File: config.mk
export PLATFORM = sky130hd
export DESIGN_NAME = sound_sequencer_flat
export DESIGN_NICKNAME = d
export VERILOG_FILES = /design/src/rtl/sound_sequencer_if.sv /design/src/rtl/sound_sequencer.sv /design/src/flat_wrapper.sv
export SDC_FILE = /design/constraint.sdc
export NUM_CORES = 1
export LEC_CHECK = 0
export BUFFER_PORTS_ARGS = -buffer_cell sky130_fd_sc_hd__buf_2
export CAP_MARGIN = 10
export CORE_MARGIN = 1
export CORE_UTILIZATION = 31
export CTS_BUF_LIST = sky130_fd_sc_hd__clkbuf_8
export DETAILED_ROUTE_END_ITERATION = 6
export SKIP_LAST_GASP = 1
export SLEW_MARGIN = 5
export SYNTH_ARGS = -nofsm -noshare
export SYNTH_HDL_FRONTEND = slang
export SYNTH_SLANG_ARGS = --single-unit
File: constraint.sdc
create_clock -name clk -period 2.45 [get_ports clk]
set_input_delay 0.6125 -clock clk [delete_from_list [all_inputs] [get_ports clk]]
set_output_delay 0.6125 -clock clk [all_outputs]
set_load 0.05 [all_outputs]
File: src/rtl/sound_sequencer_if.sv
// Request/ROM/tone-generator bundle for sound_sequencer.
// The master side is the requesters plus the note ROM. The slave side is the sequencer.
interface sound_sequencer_if #(
  parameter int NREQ   = 4,
  parameter int ADDR_W = 8
);
  logic [NREQ-1:0]        req;
  logic [NREQ*ADDR_W-1:0] req_addr;
  logic                   mute;
  logic [ADDR_W-1:0]      rom_addr;
  logic [7:0]             rom_data;
  logic [7:0]             note;
  logic                   note_valid;
  logic [NREQ-1:0]        grant;
  logic [NREQ-1:0]        done;
  logic                   busy;

  modport master (
    output req, req_addr, mute, rom_data,
    input  rom_addr, note, note_valid, grant, done, busy
  );

  modport slave (
    input  req, req_addr, mute, rom_data,
    output rom_addr, note, note_valid, grant, done, busy
  );
endinterface

File: src/rtl/sound_sequencer.sv
// sound_sequencer: shares one tone generator between NREQ requesters.
// Requesters are served by fixed priority, with index 0 highest. The sequencer walks the
// note ROM from the owner's start address until it reads the 8'hFF end marker.
// Optional feature: define SOUND_PREEMPT_EN to let a higher-priority eligible
// requester take over a sequence that is already playing.
module sound_sequencer #(
  parameter int NREQ       = 4,
  parameter int ADDR_W     = 8,
  parameter int DUR_CYCLES = 4194304,
  parameter int GAP_CYCLES = 262144
) (
  input logic              clk,
  input logic              resetn,
  sound_sequencer_if.slave bus
);
  localparam int OW = (NREQ > 1) ? $clog2(NREQ) : 1;
  localparam int CW = $clog2(DUR_CYCLES + 1);
  localparam logic [CW-1:0] NOTE_END  = CW'(DUR_CYCLES - GAP_CYCLES);
  localparam logic [CW-1:0] SLOT_LAST = CW'(DUR_CYCLES - 1);

  typedef enum logic [2:0] {S_IDLE, S_FETCH, S_LOAD, S_PLAY, S_DONE} state_t;

  state_t            state_q, state_d;
  logic [OW-1:0]     owner_q, owner_d;
  logic [ADDR_W-1:0] ptr_q, ptr_d;
  logic [7:0]        cur_note_q, cur_note_d;
  logic [CW-1:0]     dur_cnt_q, dur_cnt_d;
  logic [NREQ-1:0]   armed_q, armed_d;
  logic [ADDR_W-1:0] rom_addr_q, rom_addr_d;
  logic [7:0]        note_q, note_d;
  logic              note_valid_q, note_valid_d;
  logic [NREQ-1:0]   grant_q, grant_d;
  logic [NREQ-1:0]   done_q, done_d;
  logic              busy_q, busy_d;

  logic [NREQ-1:0]   eligible;
  logic              pick_vld;
  logic [OW-1:0]     pick;

  // Lowest-index requester that is requesting and re-armed since its last completion.
  always_comb begin
    eligible = bus.req & armed_q;
    pick_vld = 1'b0;
    pick     = '0;
    for (int unsigned i = unsigned'(NREQ); i > 0; i--) begin
      if (eligible[i-1]) begin
        pick_vld = 1'b1;
        pick     = OW'(i - 1);
      end
    end
  end

  // Next-state, datapath and registered-output computation.
  always_comb begin
    state_d    = state_q;
    owner_d    = owner_q;
    ptr_d      = ptr_q;
    cur_note_d = cur_note_q;
    dur_cnt_d  = dur_cnt_q;
    rom_addr_d = rom_addr_q;

    case (state_q)
      S_IDLE: begin
        if (pick_vld) begin
          state_d = S_FETCH;
          owner_d = pick;
          ptr_d   = bus.req_addr[int'(pick)*ADDR_W +: ADDR_W];
        end
      end
      S_FETCH: state_d = S_LOAD;
      S_LOAD: begin
        if (bus.rom_data == 8'hFF) begin
          state_d = S_DONE;
        end else begin
          cur_note_d = bus.rom_data;
          dur_cnt_d  = '0;
          state_d    = S_PLAY;
        end
      end
      S_PLAY: begin
        dur_cnt_d = dur_cnt_q + 1'b1;
        if (dur_cnt_q == SLOT_LAST) begin
          ptr_d   = ptr_q + 1'b1;
          state_d = S_FETCH;
        end
      end
      S_DONE:  state_d = S_IDLE;
      default: state_d = S_IDLE;
    endcase

    // Abort overrides everything decided above, including an end marker read in the
    // same cycle. Preemption is only considered when the owner still holds its request.
    if (state_q == S_FETCH || state_q == S_LOAD || state_q == S_PLAY) begin
      if (!bus.req[owner_q]) begin
        state_d = S_IDLE;
      end
`ifdef SOUND_PREEMPT_EN
      else if (pick_vld && (pick < owner_q)) begin
        state_d = S_FETCH;
        owner_d = pick;
        ptr_d   = bus.req_addr[int'(pick)*ADDR_W +: ADDR_W];
      end
`else
      else begin
        state_d = state_d;
      end
`endif
    end

    // Outputs are derived from the next state so that they are registered with it.
    if (state_d == S_FETCH) begin
      rom_addr_d = ptr_d;
    end
    note_valid_d = (state_d == S_FETCH) || (state_d == S_LOAD) || (state_d == S_PLAY);
    busy_d       = (state_d != S_IDLE);
    grant_d      = '0;
    done_d       = '0;
    if (busy_d) begin
      grant_d[owner_d] = 1'b1;
    end
    if (state_d == S_DONE) begin
      done_d[owner_d] = 1'b1;
    end
    note_d = ((state_d == S_PLAY) && !bus.mute && (dur_cnt_d < NOTE_END)) ? cur_note_d : '0;

    // A completion disarms the owner. Any cycle with the request low re-arms it.
    armed_d = (armed_q & ~done_d) | ~bus.req;
  end

  // State and output registers.
  always_ff @(posedge clk or negedge resetn) begin
    if (!resetn) begin
      state_q      <= S_IDLE;
      owner_q      <= '0;
      ptr_q        <= '0;
      cur_note_q   <= '0;
      dur_cnt_q    <= '0;
      armed_q      <= '1;
      rom_addr_q   <= '0;
      note_q       <= '0;
      note_valid_q <= 1'b0;
      grant_q      <= '0;
      done_q       <= '0;
      busy_q       <= 1'b0;
    end else begin
      state_q      <= state_d;
      owner_q      <= owner_d;
      ptr_q        <= ptr_d;
      cur_note_q   <= cur_note_d;
      dur_cnt_q    <= dur_cnt_d;
      armed_q      <= armed_d;
      rom_addr_q   <= rom_addr_d;
      note_q       <= note_d;
      note_valid_q <= note_valid_d;
      grant_q      <= grant_d;
      done_q       <= done_d;
      busy_q       <= busy_d;
    end
  end

  assign bus.rom_addr   = rom_addr_q;
  assign bus.note       = note_q;
  assign bus.note_valid = note_valid_q;
  assign bus.grant      = grant_q;
  assign bus.done       = done_q;
  assign bus.busy       = busy_q;
endmodule

File: src/flat_wrapper.sv
// flat-port wrapper written by rule: the top's interface ports become plain ports
module sound_sequencer_flat 
#(
  parameter int NREQ       = 4,
  parameter int ADDR_W     = 8,
  parameter int DUR_CYCLES = 4194304,
  parameter int GAP_CYCLES = 262144
)
  (clk, resetn, bus_req, bus_req_addr, bus_mute, bus_rom_data, bus_rom_addr, bus_note, bus_note_valid, bus_grant, bus_done, bus_busy);
  sound_sequencer_if #(.NREQ(NREQ), .ADDR_W(ADDR_W)) bus_i ();
  input logic clk;
  input logic resetn;
  input wire logic [$bits(bus_i.req)-1:0] bus_req;
  input wire logic [$bits(bus_i.req_addr)-1:0] bus_req_addr;
  input wire logic [$bits(bus_i.mute)-1:0] bus_mute;
  input wire logic [$bits(bus_i.rom_data)-1:0] bus_rom_data;
  output wire logic [$bits(bus_i.rom_addr)-1:0] bus_rom_addr;
  output wire logic [$bits(bus_i.note)-1:0] bus_note;
  output wire logic [$bits(bus_i.note_valid)-1:0] bus_note_valid;
  output wire logic [$bits(bus_i.grant)-1:0] bus_grant;
  output wire logic [$bits(bus_i.done)-1:0] bus_done;
  output wire logic [$bits(bus_i.busy)-1:0] bus_busy;
  assign bus_i.req = bus_req;
  assign bus_i.req_addr = bus_req_addr;
  assign bus_i.mute = bus_mute;
  assign bus_i.rom_data = bus_rom_data;
  assign bus_rom_addr = bus_i.rom_addr;
  assign bus_note = bus_i.note;
  assign bus_note_valid = bus_i.note_valid;
  assign bus_grant = bus_i.grant;
  assign bus_done = bus_i.done;
  assign bus_busy = bus_i.busy;
  sound_sequencer #(.NREQ(NREQ), .ADDR_W(ADDR_W), .DUR_CYCLES(DUR_CYCLES), .GAP_CYCLES(GAP_CYCLES)) u_core (.clk(clk), .resetn(resetn), .bus(bus_i));
endmodule
==> flow_metrics.tcl <==
set metrics [dict create \
    cp_cell_instances "or3b_4 > o21ba_4 > nor4b_2 > buf_4 > nor2_2 > or4b_1 > buf_6 > nor3b_2" \
    critical_path_required_ns 2.74 \
    synthFlopType "dfrtp_1" \
    drtIter0Drc 166 \
    fin_nets 508 \
    period_share_pct 94.19 \
    grt_overflow_total 0 \
    cp.arrival_ns 2.59 \
    cpMaxStageDelayCell "dfrtp_2" \
    synth-seq-area-share_pct 49.24 \
    footprint_of_the_multi_input_gates_sq_um 1810 \
    worstSetupStartpointType "flop" \
    min_period_ns 2.308 \
    critical-path-max-stage-delay_ns 0.45 \
    antenna_found_initial 0 \
    postRouteAntennaNets 0 \
    critical-path-top-delay-family "simple AND/OR/NAND/NOR gates" \
    clk-insertion-delay-late_ns 0.36 \
    drt_pre_antenna_iters 6 \
    h_tree_lvl_count 3 \
    drc_errors 1 \
    maxCapViolations 0 \
    synth_fp_nets 406 \
    grtUsageMet3_pct 2.268 \
    ios 73 \
    number_of_global_route_vias_before_repair 3209 \
    leak_pwr_nw 2.221 \
    synth.area.top_cells "dfrtp_1 46%, mux2_2 4.2%, nand3_1 3.3%" \
    row_count 39 \
    tritoncts_clock_tree "done" \
    regToRegEndpoint "u_core.bus.note[6]" \
    clock_path_buffers 2 \
    rsz0062_at_grt "no" \
    buffer_ports.inserted 72 \
    worst-r2r-cell-count 8 \
    setup_viol 0 \
    cp_max_fo 8 \
    layoutNonFillerInstCount 607 \
    grt_first_pass_wirelength_um 15770 \
    setup-tns-final_ns 0 \
    use_met1_pct 21.58 \
    postLayoutCellArea_sq_um 4797 \
    grt_max_degree 55 \
    clockRootBuffer "clkbuf_8" \
    fin_worst_skew_ns 0.01266 \
    hpwl_after_detailed_placement_um 6789 \
    synth_seq_cells 74 \
    clkSinkCount 74 \
    clkTransAtPathRegs_ns 0.08 \
    antenna-diode-count 0 \
    top_library_cells_by_usage_in_the_layout_fill_and_taps_aside "72 x buf_2, 69 x dfrtp_1, 30 x buf_4" \
    wl_per_cell_um 15.10 \
    failed_checks "design-rule violations" \
    power_per_cell_area_nw_per_um2 1080 \
    max_freq_mhz 433.4 \
    via_per_inst 5.242 \
    grt_busiest_layer "met2" \
    cts_inserted_buffers 9 \
    fill_cells 1146 \
    synth_top_area_share_pct 46.45 \
    cts_hold_buffers 0 \
    globalRouteMet2Util_pct 24.22 \
    detailed_place.area_sq_um 4491 \
    worstSetupPathDepth 8 \
    crit-reg2reg-launch "u_core.state_q[0]" \
    worst-setup-path-type "reg2reg" \
    worst_ir_drop_vdd_v 0.0007176 \
    die_area_sq_um 12610 \
    worst-path-buf-inv 2 \
    die_height_um 112.3 \
    post_route_cells_drive_above_1_share_pct 35.56 \
    outcome "complete, but fails checks" \
    grt_util_all_layers_pct 15.87 \
    hold_viol 0 \
    synthToLayoutAreaGrowth_pct 27.21 \
    initial_utilization_pct 32.47 \
    max-slew-margin-rel_pct 67.97 \
    count_of_flip_flops_with_a_built_in_enable_after_synthesis 0 \
    tightest_slew_ns 0.4804 \
    syn-instance-count 357 \
    setup.reg_to_reg.worst_slack_ns 0.14 \
    post-place-cells 590 \
    post_synth_top_area_cell "dfrtp_1" \
    finalMaxSlewViolations 0 \
    syn_area_per_cell_sq_um 10.56 \
    timing.hold.worst.class "in2async" \
    endpoint_kind "flop" \
    synthesis.area_sq_um 3771 \
    final_common_cell "buf_2" \
    final_routed_wirelength_across_all_metal_layers_um 9163 \
    async_flop_share_pct 100.0 \
    synth.yosys.warnings 0 \
    timing.hold.ws_ns 0.2058 \
    dr_total_vias 3182 \
    yosysUniqueCellTypes 62 \
    core_sq_um 11610 \
    sequential_cell_area_sq_um 1858 \
    gp_congestion 0.8563 \
    die_x_um 112.3 \
]
-- cell families (layout without fill, tap and decap cells) --
| group | count (synthesis) | in the layout | share of synthesized area, % |
|---|---|---|---|
| flip-flops | 74 | 74 | 49.24 |
| adder cells (fa/ha/maj) | 2 | 2 | 0.6635 |
| AND/OR/NAND/NOR | 152 | 152 | 23.99 |
| multiplexers | 19 | 19 | 6.171 |
| buffers and inverters | 24 | 131 | 3.252 |
| XOR/XNOR | 13 | 13 | 3.019 |
| AO/OA/AOI/OAI | 73 | 73 | 13.67 |
-- timing repair --
action / CTS / global route
buffers inserted: 0 / 1
resized for setup: 0 / 7
endpoints found under the setup margin: 0 / 13
-- through the flow --
step / setup WS, ns / power [mW] / utilization (%)
floorplan: 0.1056 / 3.282 / -
global route: 0.03369 / 5.499 / 41.31
CTS: 0.06491 / 5.198 / 41.04
detailed placement: 0.02649 / 3.886 / 38.67
finish: 0.1425 / 5.180 / 41.31
global placement: 0.04886 / 3.865 / 38.67
-- power by group --
group	internal, mW	total (mW)	switching [mW]
registers	1.57	1.77	0.206
clock network	0.810	1.28	0.472
logic	0.818	2.12	1.31
total	3.19	5.18	1.99
-- flip-flops by register name, indices dropped and copies added (netlist names) --
signal and cells:
u_core.bus.rom_addr 8, u_core.bus.note 8, u_core.ptr_q 8, u_core.bus.busy 1, u_core.armed_q 4, u_core.bus.grant 4
u_core.bus.note_valid 1, u_core.cur_note_q 8, u_core.owner_q 2, u_core.state_q 3, u_core.dur_cnt_q 23, u_core.bus.done 4
-- worst max path at each step --
stage | start | end | slack, ns
6_report | u_core.state_q[0] | u_core.bus.note[6] | 0.14
5_1_grt | u_core.state_q[0] | u_core.bus.note[1] | 0.03
2_1_floorplan | bus_rom_data[6] | u_core.bus.rom_addr[4] | 0.11
4_1_cts | u_core.state_q[1] | u_core.bus.rom_addr[7] | 0.06
3_3_place_gp | bus_req[0] | u_core.bus.rom_addr[7] | 0.05
3_5_place_dp | bus_req[0] | u_core.bus.rom_addr[7] | 0.03
-- routing by layer --
metal	routed length, um	share of wire [%]
met5	0	0
met4	242	2.6
met3	339	3.7
met2	4278	47
met1	4302	47
-- synth_stat cells, types with 2 or more instances --
| cell type | n |
|---|---|
| o211ai_1 | 3 |
| o21a_1 | 4 |
| xor2_1 | 8 |
| nor2_1 | 29 |
| mux2i_1 | 3 |
| o21ai_1 | 2 |
| nand3_1 | 25 |
| nor3_1 | 12 |
| a31oi_1 | 14 |
| mux4_2 | 2 |
| nor3b_2 | 8 |
| a22o_1 | 3 |
| or3_1 | 11 |
| dfstp_2 | 4 |
| o311ai_0 | 5 |
| nor4_1 | 3 |
| a21o_1 | 2 |
| and4_1 | 5 |
| mux2_2 | 14 |
| ha_1 | 2 |
| a21oi_1 | 6 |
| nand2b_1 | 2 |
| nand2_1 | 22 |
| inv_1 | 10 |
| nand3b_1 | 4 |
| buf_2 | 5 |
| o31ai_1 | 2 |
| nand4_1 | 8 |
| clkbuf_1 | 5 |
| and3_1 | 5 |
| buf_6 | 3 |
| xnor2_1 | 5 |
| and2_1 | 4 |
| dfrtp_1 | 70 |
| o21ai_0 | 20 |
-- cell type report --
class                      instances  area share (%)
timing repair buffer             105           13.28
clock buffer                      10           2.869
multi-input combinational        259           37.74
inverter                          10          0.7825
sequential                        74           38.73
clock inverter                     6           2.869
tap                              143           3.730
Note: power is estimated with default switching activity, not from simulation.
